`config.mk`:
```
export PLATFORM = sky130hd
export DESIGN_NAME = mic_ring_dma
export DESIGN_NICKNAME = d
export VERILOG_FILES = /design/src/rtl/mic_dma_pkg.sv /design/src/rtl/mic_dma_event_latch.sv /design/src/rtl/mic_ring_dma.sv
export SDC_FILE = /design/constraint.sdc
export NUM_CORES = 1
export LEC_CHECK = 0
export BUFFER_PORTS_ARGS = -buffer_cell sky130_fd_sc_hd__buf_2
export CORE_ASPECT_RATIO = 2
export CORE_UTILIZATION = 40
export CTS_CLUSTER_SIZE = 40
export DETAILED_ROUTE_END_ITERATION = 8
export PLACE_DENSITY = 0.59
export SYNTH_ARGS = -nofsm -noshare
export SYNTH_HDL_FRONTEND = slang
export SYNTH_HIERARCHICAL = 1
export SYNTH_SLANG_ARGS = --single-unit
```
`constraint.sdc`:
```
create_clock -name CLK -period 9.8 [get_ports CLK]
set_input_delay 0.98 -clock CLK [delete_from_list [all_inputs] [get_ports CLK]]
set_output_delay 0.98 -clock CLK [all_outputs]
set_load 0.1 [all_outputs]
```
`src/rtl/mic_dma_pkg.sv`:
```
// Shared types and constants for the microphone ring DMA engine.
// Contents:
//   state_e          - engine FSM states
//   BYTES_PER_WORD   - byte count of the default 32-bit sample word
//   MIN_BUF_WORDS    - smallest ring length the engine will run with
//   bytes_per_word() - byte count for an arbitrary sample width
package mic_dma_pkg;

  typedef enum logic [2:0] {
    StIdle,
    StArm,
    StWaitFrame,
    StSel,
    StWrite,
    StDone
  } state_e;

  localparam int unsigned BYTES_PER_WORD = 32 / 8;
  localparam int unsigned MIN_BUF_WORDS  = 2;

  function automatic int unsigned bytes_per_word(input int unsigned data_w);
    return data_w / 8;
  endfunction

endpackage

```
`src/rtl/mic_dma_event_latch.sv`:
```
// Sticky event flag for the HPS.
// Ports:
//   i_clk   - clock
//   i_rst_n - asynchronous active-low reset
//   i_set   - event pulse; wins over a same-cycle ack so no event is lost
//   i_ack   - clears the flag when no set is present
//   o_q     - latched flag
module mic_dma_event_latch (
  input  logic i_clk,
  input  logic i_rst_n,
  input  logic i_set,
  input  logic i_ack,
  output logic o_q
);

  logic r_q;

  always_ff @(posedge i_clk or negedge i_rst_n) begin
    if (!i_rst_n) begin
      r_q <= 1'b0;
    end else if (i_set) begin
      r_q <= 1'b1;
    end else if (i_ack) begin
      r_q <= 1'b0;
    end
  end

  assign o_q = r_q;

endmodule

```
`src/rtl/mic_ring_dma.sv`:
```
// Multi-channel microphone-to-SDRAM DMA master. On every frame strobe it steps the mic select
// mux through all channels and writes one word per channel over Avalon-MM into per-channel ring
// buffers, raising half/end latches for the HPS and flagging dropped (overrun) strobes.
// Ports:
//   CLK, RESET_N                 - clock, asynchronous active-low reset
//   AM_*                         - Avalon-MM write master (single-beat writes)
//   mic_data / select            - mic mux sample and select (channel + 1, 0 = idle)
//   frame_valid                  - one-cycle strobe: a new sample set is ready
//   start, continuous, base_addr,
//   buf_words                    - configuration, sampled only on the start rising edge
//   half_way_ack / end_ack       - clear the corresponding latch
//   half_way_latch, end_latch,
//   overrun, FINISHED            - status to the HPS
module mic_ring_dma
  import mic_dma_pkg::*;
#(
  parameter int unsigned NUM_CH    = 4,
  parameter int unsigned DATA_W    = 32,
  parameter int unsigned ADDR_W    = 32,
  parameter int unsigned CH_STRIDE = 7680000,
  parameter int unsigned SEL_W     = $clog2(NUM_CH) + 1
) (
  input  logic                CLK,
  input  logic                RESET_N,
  output logic [ADDR_W-1:0]   AM_ADDR,
  output logic [2:0]          AM_BURSTCOUNT,
  output logic                AM_WRITE,
  output logic [DATA_W-1:0]   AM_WRITEDATA,
  output logic [DATA_W/8-1:0] AM_BYTEENABLE,
  input  logic                AM_WAITREQUEST,
  input  logic [DATA_W-1:0]   mic_data,
  output logic [SEL_W-1:0]    select,
  input  logic                frame_valid,
  input  logic                start,
  input  logic                continuous,
  input  logic [ADDR_W-1:0]   base_addr,
  input  logic [31:0]         buf_words,
  input  logic                half_way_ack,
  input  logic                end_ack,
  output logic                half_way_latch,
  output logic                end_latch,
  output logic                overrun,
  output logic                FINISHED
);

  localparam int unsigned BPW  = bytes_per_word(DATA_W);
  localparam int unsigned CH_W = (NUM_CH > 1) ? $clog2(NUM_CH) : 1;
  localparam logic [CH_W-1:0] LAST_CH = CH_W'(NUM_CH - 1);

  state_e              r_state;
  logic                r_start_q;
  logic [ADDR_W-1:0]   r_base;
  logic [31:0]         r_buf;
  logic                r_cont;
  logic [31:0]         r_wr_idx;
  logic [CH_W-1:0]     r_ch;
  logic [ADDR_W-1:0]   r_ch_addr [NUM_CH];
  logic                r_am_write;
  logic [ADDR_W-1:0]   r_am_addr;
  logic [DATA_W-1:0]   r_am_wdata;
  logic [SEL_W-1:0]    r_select;
  logic                r_finished;

  logic                w_start_edge;
  logic                w_last_ch;
  logic                w_frame_end;
  logic [31:0]         w_next_idx;
  logic                w_half_set;
  logic                w_end_set;
  logic                w_ovr_set;
  logic                w_ovr_clr;
  logic [ADDR_W-1:0]   w_reload [NUM_CH];

  // Channel ring bases; offsets are constants so each is a single add onto the latched base.
  for (genvar i = 0; i < NUM_CH; i++) begin : g_reload
    localparam logic [ADDR_W-1:0] OFF = ADDR_W'(CH_STRIDE) * ADDR_W'(i);
    assign w_reload[i] = r_base + OFF;
  end

  assign w_start_edge = start && !r_start_q;
  assign w_last_ch    = (r_ch == LAST_CH);
  // AM_WRITE is always high in StWrite, so a low waitrequest here is an accept.
  assign w_frame_end  = (r_state == StWrite) && !AM_WAITREQUEST && w_last_ch;
  assign w_next_idx   = r_wr_idx + 32'd1;
  assign w_half_set   = w_frame_end && (w_next_idx == (r_buf >> 1));
  assign w_end_set    = w_frame_end && (w_next_idx == r_buf);
  assign w_ovr_set    = frame_valid &&
                        ((r_state == StArm) || (r_state == StSel) || (r_state == StWrite));
  assign w_ovr_clr    = (r_state == StIdle) && w_start_edge;

  always_ff @(posedge CLK or negedge RESET_N) begin
    if (!RESET_N) begin
      r_state    <= StIdle;
      r_start_q  <= 1'b0;
      r_base     <= '0;
      r_buf      <= '0;
      r_cont     <= 1'b0;
      r_wr_idx   <= '0;
      r_ch       <= '0;
      r_am_write <= 1'b0;
      r_am_addr  <= '0;
      r_am_wdata <= '0;
      r_select   <= '0;
      r_finished <= 1'b0;
      for (int i = 0; i < NUM_CH; i++) begin
        r_ch_addr[i] <= '0;
      end
    end else begin
      r_start_q <= start;
      unique case (r_state)
        StIdle: begin
          r_select   <= '0;
          r_finished <= 1'b0;
          r_am_write <= 1'b0;
          if (w_start_edge) begin
            r_base  <= base_addr;
            r_buf   <= (buf_words < 32'(MIN_BUF_WORDS)) ? 32'(MIN_BUF_WORDS) : buf_words;
            r_cont  <= continuous;
            r_state <= StArm;
          end
        end
        StArm: begin
          r_wr_idx <= '0;
          r_ch     <= '0;
          for (int i = 0; i < NUM_CH; i++) begin
            r_ch_addr[i] <= w_reload[i];
          end
          r_state <= StWaitFrame;
        end
        StWaitFrame: begin
          if (!start) begin
            r_state <= StIdle;
          end else if (frame_valid) begin
            r_ch     <= '0;
            r_select <= SEL_W'(1);
            r_state  <= StSel;
          end
        end
        StSel: begin
          // mic_data has settled for the select driven since the start of this cycle.
          r_am_wdata <= mic_data;
          r_am_addr  <= r_ch_addr[r_ch];
          r_am_write <= 1'b1;
          r_state    <= StWrite;
        end
        StWrite: begin
          if (!AM_WAITREQUEST) begin
            r_am_write      <= 1'b0;
            r_ch_addr[r_ch] <= r_ch_addr[r_ch] + ADDR_W'(BPW);
            if (!w_last_ch) begin
              r_ch     <= r_ch + CH_W'(1);
              r_select <= SEL_W'(r_ch) + SEL_W'(2);
              r_state  <= StSel;
            end else begin
              r_select <= '0;
              if (w_next_idx == r_buf) begin
                if (r_cont) begin
                  // Wrap: this reload overrides the per-channel increment above.
                  r_wr_idx <= '0;
                  for (int i = 0; i < NUM_CH; i++) begin
                    r_ch_addr[i] <= w_reload[i];
                  end
                  r_state <= StWaitFrame;
                end else begin
                  r_wr_idx   <= w_next_idx;
                  r_finished <= 1'b1;
                  r_state    <= StDone;
                end
              end else begin
                r_wr_idx <= w_next_idx;
                r_state  <= StWaitFrame;
              end
            end
          end
        end
        StDone: begin
          r_select <= '0;
          if (!start) begin
            r_finished <= 1'b0;
            r_state    <= StIdle;
          end
        end
        default: r_state <= StIdle;
      endcase
    end
  end

  mic_dma_event_latch u_half_latch (
    .i_clk   (CLK),
    .i_rst_n (RESET_N),
    .i_set   (w_half_set),
    .i_ack   (half_way_ack),
    .o_q     (half_way_latch)
  );

  mic_dma_event_latch u_end_latch (
    .i_clk   (CLK),
    .i_rst_n (RESET_N),
    .i_set   (w_end_set),
    .i_ack   (end_ack),
    .o_q     (end_latch)
  );

  mic_dma_event_latch u_ovr_latch (
    .i_clk   (CLK),
    .i_rst_n (RESET_N),
    .i_set   (w_ovr_set),
    .i_ack   (w_ovr_clr),
    .o_q     (overrun)
  );

  assign AM_ADDR       = r_am_addr;
  assign AM_WRITE      = r_am_write;
  assign AM_WRITEDATA  = r_am_wdata;
  assign AM_BURSTCOUNT = {2'b00, r_am_write};
  assign AM_BYTEENABLE = {(DATA_W / 8){r_am_write}};
  assign select        = r_select;
  assign FINISHED      = r_finished;

endmodule
```
==> impl_metrics.env, run 1 <==
export IMPL_status="finished with violations"
export IMPL_failed_checks="DRC"
export IMPL_path_cells="ha_1, and3_1, and4_1, nand4_1, xor2_1, o221ai_1, nor4_4, and4_4, buf_4, o21ai_4, buf_4, a221o_1"
export IMPL_clock_sinks=303
export IMPL_timing_hold_violations_final=0
export IMPL_antenna_found_initial=3
export IMPL_drc=36
export IMPL_multi_input_area_um2=9680
export IMPL_cp_top_family="simple AND/OR/NAND/NOR gates"
export IMPL_cts_hold_buf=0
export IMPL_r2r_setup_slack_ns=4.49
export IMPL_rr_worst_depth=12
export IMPL_htree_levels=1
export IMPL_yosysWarnings=6
export IMPL_path_depth=12
export IMPL_ys_flop_type="dfrtp_1"
export IMPL_yosysTopAreaCell="dfrtp_1"
export IMPL_postRouteAntennaNets=0
export IMPL_grt_pass1_wl_um=95300
export IMPL_critPathMostFrequentCell="buf_4"
export IMPL_routed_wl_um=63800
export IMPL_synth_async_reset_ratio_pct=100
export IMPL_r2r_start="r_wr_idx[0]"
export IMPL_clockBufferDepth=3
export IMPL_yosysSeqAreaShare_pct=41.8
export IMPL_ys_ff_latch=303
export IMPL_cts_resized=0
export IMPL_syn_to_final_growth_pct=12.3
export IMPL_setup_tns_ns=0
export IMPL_slew_viol_final=0
export IMPL_final_cells=2464
export IMPL_first_global_vias=15595
export IMPL_vias_per_cell=6.23
export IMPL_synth_area_top_cells="dfrtp_1, mux2_2, xnor2_1"
export IMPL_cp_end_kind="register"
export IMPL_rows=110
export IMPL_drt_first_pass_iters=9
export IMPL_drive_gt1_share_pct=24.8
export IMPL_rr_endpoint="r_ch_addr[93]"
export IMPL_drtIter0Drc=1048
export IMPL_fin_ws_ns=4.49
export IMPL_final_setup_viol_count=0
export IMPL_vias=15339
export IMPL_path_class="register to register"
export IMPL_post_cts_buffers=0
export IMPL_arrival_ns=5.77
export IMPL_cp_max_fo=85
export IMPL_worstMarginPinSlew_ns=1.23
export IMPL_finalCritPeriodShare_pct=54.2
export IMPL_die_x_um=153
export IMPL_cts_tree="built"
export IMPL_dp_cells=2407
export IMPL_die_height_um=303
export IMPL_fillerInstances=4319
export IMPL_insertion_delay_ns=0.60
export IMPL_layout_area_seq_um2=7580
export IMPL_hp_class="primary input to asynchronous set/reset pin"
export IMPL_grt_max_degree=119
export IMPL_synth_edf_count=0
export IMPL_rsz0062_at_grt="false"
export IMPL_power_total_mw=7.89
export IMPL_numPortBuffers=180
export IMPL_worstPathRequired_ns=10.26
export IMPL_slowest_delay_ns=0.77
export IMPL_slew_headroom_pct=17.9
export IMPL_clk_pin_slew_ns=0.07
export IMPL_synth_cell_area_um2=18100
export IMPL_die_area_um2=46200
export IMPL_design_core_area_um2=44900
export IMPL_powerDensity_nw_per_um2=388
export IMPL_syn_mean_instance_area_um2=10.0
export IMPL_start_kind="register"
export IMPL_nets=1995
export IMPL_clockRootBuffer="clkbuf_16"
export IMPL_vdd_drop_max_v=0.000201
export IMPL_drv_cap=0
export IMPL_dp_worst_setup_slack_ns=4.60
export IMPL_finalClockSkew_ns=0.0256
export IMPL_synth_top_area_share_pct=41.8
export IMPL_ios=183
export IMPL_start_util_pct=40.4
export IMPL_place_hpwl_um=44400
export IMPL_grt_use_total_pct=27.5
export IMPL_cts_buffers_inserted=30
export IMPL_fmax_ghz=0.188
export IMPL_gp_congestion=0.980
export IMPL_crit_buf_inv=2
export IMPL_synthCells=1811
export IMPL_cp_slowest_cell="buf_4"
export IMPL_layout_min_cycle_time_ns=5.31
export IMPL_grt_overflow=0
export IMPL_synth_cell_types=86
export IMPL_leakage_nw=8.26
export IMPL_wl_per_cell_um=25.9
## through the flow
| step | cell area, um^2 | utilization (%) | hold slack [ns] |
|---|---|---|---|
| after global placement | 19200 | 42.9 | 0.458 |
| after floorplan | 18100 | - | 0.451 |
| after CTS | 20300 | 45.3 | 0.487 |
| final | 20300 | 45.3 | 0.439 |
| after global routing | 20300 | 45.3 | 0.499 |
| after detailed placement | 19200 | 42.9 | 0.470 |
## report_power, final
part	internal (mW)	switching [mW]	total, mW
logic	1.40	2.84	4.24
clock network	0.773	0.545	1.32
registers	1.81	0.528	2.33
total	3.98	3.91	7.89
## worst reg2reg max path, cell delays in order, from the launching register on
cell and delay [ns]:
dfrtp_1 0.48, ha_1 0.33, and3_1 0.27, and4_1 0.52
nand4_1 0.26, xor2_1 0.55, o221ai_1 0.26, nor4_4 0.39
and4_4 0.27, buf_4 0.77, o21ai_4 0.35, buf_4 0.34
a221o_1 0.39
## layer usage
layer	up-vias	wire, um	part of all wire, %	GRT usage (%)
met5	-	20	0.031	0
met4	4	5150	8.1	20.7
met3	233	3530	5.5	3.67
met2	697	33700	53	51.6
met1	7595	21400	34	27.6
li1	6810	-	-	-
## Yosys cell counts, drive strengths merged, types with 32 or more instances
cell / number
nand2: 166
buf: 68
nor3: 49
dfrtp: 303
mux2: 109
nor4: 76
inv: 50
a221o: 68
xor2: 61
xnor2: 87
nand3: 44
and3: 32
nor2: 137
clkbuf: 100
o21ai: 83
## cells in the final DEF (no fill, tap or decap), drive strengths merged, types with 12 or more instances in the layout
cell,count
mux4,31
nor3,49
and2,14
mux2i,14
nand2,166
inv,50
o21ai,83
o221a,22
buf,203
or4,15
nor4,76
a221oi,12
a311oi,14
a21oi,29
xnor2,87
a221o,68
nand3,44
nor2,137
clkbuf,37
dfrtp,303
a211oi,15
mux2,109
nand2b,14
a31oi,14
xor2,61
nand4,30
ha,12
and3,32
## logic make-up after synthesis
kind of cell	share of synthesized area [%]
AND/OR/NAND/NOR	18.3
AO/OA/AOI/OAI	14.8
flip-flops	41.8
buffers and inverters	5.26
multiplexers	11.4
XOR/XNOR	7.53
adder cells (fa/ha/maj)	0.829
other	0.0207
## cell type report
class | instances | share of cell area [%]
well taps | 560 | 3.44
repair buffers | 203 | 5.33
diodes | 1 | 0.0123
multi-input cells | 1291 | 47.6
clock buffers | 37 | 3.97
inverters | 50 | 0.923
flip-flops and latches | 303 | 37.3
clock inverters | 19 | 1.48
## worst max-delay path by stage
stage / end / startpoint
global placement: r_ch_addr[86] / r_wr_idx[0]
finish: r_ch_addr[93] / r_wr_idx[0]
detailed placement: r_ch_addr[93] / r_wr_idx[0]
global route: r_ch_addr[93] / r_wr_idx[0]
CTS: r_ch_addr[87] / r_wr_idx[0]
floorplan: r_ch_addr[64] / r_wr_idx[0]
## registers in the layout (all words and copies together), names as in the netlist
signal and count:
r_ch_addr 128, AM_ADDR 32, AM_WRITEDATA 32, r_base 32, r_buf 32, r_wr_idx 32, r_state 3, select 3
r_ch 2, AM_WRITE 1, FINISHED 1, r_cont 1, r_start_q 1, u_end_latch/o_q 1, u_half_latch/o_q 1, u_ovr_latch/o_q 1
No activity file was read; power rests on OpenSTA's default activity.
==> run 2: changes to the inputs <==
--- a/config.mk
+++ b/config.mk
@@ -5,12 +5,13 @@
 export SDC_FILE = /design/constraint.sdc
 export NUM_CORES = 1
 export LEC_CHECK = 0
+export ABC_AREA = 1
 export BUFFER_PORTS_ARGS = -buffer_cell sky130_fd_sc_hd__buf_2
 export CORE_ASPECT_RATIO = 2
 export CORE_UTILIZATION = 40
 export CTS_CLUSTER_SIZE = 40
 export DETAILED_ROUTE_END_ITERATION = 8
-export PLACE_DENSITY = 0.59
+export PLACE_DENSITY = 0.58
 export SYNTH_ARGS = -nofsm -noshare
 export SYNTH_HDL_FRONTEND = slang
 export SYNTH_HIERARCHICAL = 1
==> constraint.sdc (replaced) <==
create_clock -name CLK -period 5.4 [get_ports CLK]
set_input_delay 0.54 -clock CLK [delete_from_list [all_inputs] [get_ports CLK]]
set_output_delay 0.54 -clock CLK [all_outputs]
set_load 0.1 [all_outputs]
==> run 2 against run 1 <==
Against the previous run: the run now ends clean; largest cell class unchanged; first-iteration DRC count increased by 68%; critical endpoint is now r_ch_addr[31]; register-to-register slack got worse by 3.3 ns; sequential power increased by 76%; final cell count increased by 51%.
==> impl_metrics.env, run 2 <==
export IMPL_numPortBuffers=180
export IMPL_die_area_um2=50700
export IMPL_final_cell_mix="nand2_1, nand3_1, dfrtp_1, nor2_1, inv_1"
export IMPL_synthCells=2956
export IMPL_regMostFlops="r_ch_addr"
export IMPL_grt_pass1_wl_um=118000
export IMPL_power_total_mw=16.0
export IMPL_path_class="register to register"
export IMPL_yosysWarnings=6
export IMPL_timing_hold_violations_final=0
export IMPL_final_setup_viol_count=0
export IMPL_clockBufferDepth=3
export IMPL_cts_resized=0
export IMPL_slew_viol_final=0
export IMPL_clk_pin_slew_ns=0.07
export IMPL_yosysTopAreaCell="dfrtp_1"
export IMPL_ys_ff_latch=303
export IMPL_setup_tns_ns=0
export IMPL_start_util_pct=40.4
export IMPL_dr_max_layer_used="met4"
export IMPL_synth_async_reset_ratio_pct=100
export IMPL_antenna_cells=0
export IMPL_worstPathRequired_ns=5.94
export IMPL_vias=20528
export IMPL_start_kind="register"
export IMPL_synth_area_top_cells="dfrtp_1, nand2_1, nand3_1"
export IMPL_design_area_um2=22300
export IMPL_fmax_ghz=0.238
export IMPL_clock_sinks=303
export IMPL_wl_met3_um=3880
export IMPL_powerDensity_nw_per_um2=715
export IMPL_syn_mean_instance_area_um2=6.73
export IMPL_grt_max_degree=120
export IMPL_switching_power_mw=8.93
export IMPL_final_cells=3721
export IMPL_drt_first_pass_iters=6
export IMPL_synth_cell_area_um2=19900
export IMPL_insertion_delay_ns=0.63
export IMPL_gp_congestion=1.00
export IMPL_htree_levels=1
export IMPL_vdd_drop_max_v=0.000512
export IMPL_synth_cell_types=45
export IMPL_first_global_vias=20449
export IMPL_largest_register_ffs=128
export IMPL_leakage_nw=11.4
export IMPL_dp_cells=3664
export IMPL_wl_per_cell_um=20.6
export IMPL_synth_edf_count=0
export IMPL_die_height_um=317
export IMPL_cts_buffers_inserted=31
export IMPL_wl_met1_um=25400
export IMPL_route_met2_wl_um=40700
export IMPL_finalClockSkew_ns=0.0225
export IMPL_ios=183
export IMPL_swShare_pct=56.0
export IMPL_place_hpwl_um=55300
export IMPL_cts_tree="built"
export IMPL_slew_headroom_pct=20.7
export IMPL_layout_min_cycle_time_ns=4.21
export IMPL_yosysSeqAreaShare_pct=38.1
export IMPL_antenna_found_initial=0
export IMPL_finalCritPeriodShare_pct=77.9
export IMPL_rows=115
export IMPL_arrival_ns=4.75
export IMPL_drc=0
export IMPL_ys_flop_type="dfrtp_1"
export IMPL_post_dp_cell_area_um2=21200
export IMPL_design_core_area_um2=49200
export IMPL_clkPwrFrac_pct=14.8
export IMPL_synth_top_area_share_pct=38.1
export IMPL_status="finished clean"
export IMPL_drive_gt1_share_pct=9.81
export IMPL_seqPwrFrac_pct=25.8
export IMPL_final_common_cell="nand2_1"
export IMPL_final_util_pct=45.3
export IMPL_synth_most_common_cell="nand2_1"
export IMPL_vias_per_cell=5.52
export IMPL_worstMarginPinSlew_ns=1.19
export IMPL_p_int_mw=7.02
export IMPL_die_x_um=160
export IMPL_power_frac_comb_pct=59.4
export IMPL_rsz0062_at_grt="false"
export IMPL_drv_cap=0
export IMPL_yosys_top_cells_count="nand2_1, nand3_1, dfrtp_1"
export IMPL_syn_to_final_growth_pct=12.1
export IMPL_drtIter0Drc=1763
export IMPL_hp_class="primary input to register"
export IMPL_grt_use_total_pct=30.1
export IMPL_postRouteAntennaNets=0
export IMPL_cp_max_fo=19
export IMPL_clockRootBuffer="clkbuf_16"
export IMPL_nets=3171
export IMPL_grt_overflow=0
export IMPL_routed_wl_um=76700
export IMPL_cp_end_kind="register"
-- run 2: per-layer routing --
metal | vias to the layer above | global-route usage, %
met3 | 284 | 3.05
met5 | - | 0
li1 | 9694 | -
met4 | 0 | 23.7
met2 | 870 | 56.5
met1 | 9680 | 29.9
-- run 2: logic make-up (layout without fill, tap and decap cells) --
| logic type | Yosys count | count (layout) | synth area share [%] |
|---|---|---|---|
| AOI/OAI and AO/OA | 270 | 270 | 7.26 |
| adders and majority gates | 12 | 12 | 0.755 |
| muxes | 61 | 61 | 3.07 |
| and+or+nand+nor | 1857 | 1857 | 39.3 |
| xor gates and xnor gates | 88 | 88 | 3.94 |
| buffers and inverters | 364 | 485 | 7.55 |
| DFF | 303 | 303 | 38.1 |
| other | 1 | 2 | 0.0188 |
-- run 2: worst paths after layout --
kind	startpoint	to	slack, ns	cells past startpoint
worst min-delay path	start	r_start_q	0.08	1
worst min register to register	AM_WRITEDATA[4]	AM_WRITEDATA[4]	0.47	2
max in group asynchronous	RESET_N	r_ch[0]	3.45	3
worst max-delay path	r_wr_idx[0]	r_ch_addr[31]	1.19	16
min in group asynchronous	RESET_N	r_buf[4]	0.57	2
worst max register to register	r_wr_idx[0]	r_ch_addr[31]	1.19	16
-- run 2: critical path, stage by stage (launching register included) --
cell	delay, ns
dfrtp_1	0.45
ha_1	0.27
nand3_1	0.17
inv_2	0.08
nand2_1	0.11
nand2_1	0.23
nand2_1	0.15
nand2_1	0.06
nor2_1	0.27
nand3_1	0.12
nor2_1	0.34
nand2_1	0.13
nor2_2	0.67
nand4_1	0.62
nand3_1	0.24
nand3_1	0.10
nand2_1	0.10
-- run 2: timing repair --
item / 4_1_cts / 5_1_grt
hold buffers: 1 / 0
buffers inserted: 0 / 0
endpoints found under the hold margin: 1 / 0
-- run 2: layout make-up --
type | count | area [um^2]
Clock buffer | 38 | 842
Timing Repair Buffer | 213 | 1200
Sequential cell | 303 | 7580
Inverter | 216 | 812
Multi-Input combinational cell | 2290 | 10800
Fill cell | 5193 | 26900
Clock inverter | 18 | 230
Tap cell | 643 | 805
-- run 2: power groups by stage --
stage                     registers [mW]  clock network [mW]  logic [mW]
final                               4.11                2.37        9.47
after floorplan                     5.57                   0        5.31
after CTS                           4.09                2.41        9.46
after global routing                4.24                2.49        10.3
after detailed placement            4.12                   0        9.42
after global placement              4.09                   0        9.30
-- run 2: through the flow --
stage,hold slack (ns),worst slack (ns)
3_3_place_gp,0.450,1.40
5_1_grt,0.0711,0.986
3_5_place_dp,0.453,1.34
2_1_floorplan,0.244,2.82
6_report,0.0813,1.19
4_1_cts,0.0617,1.34
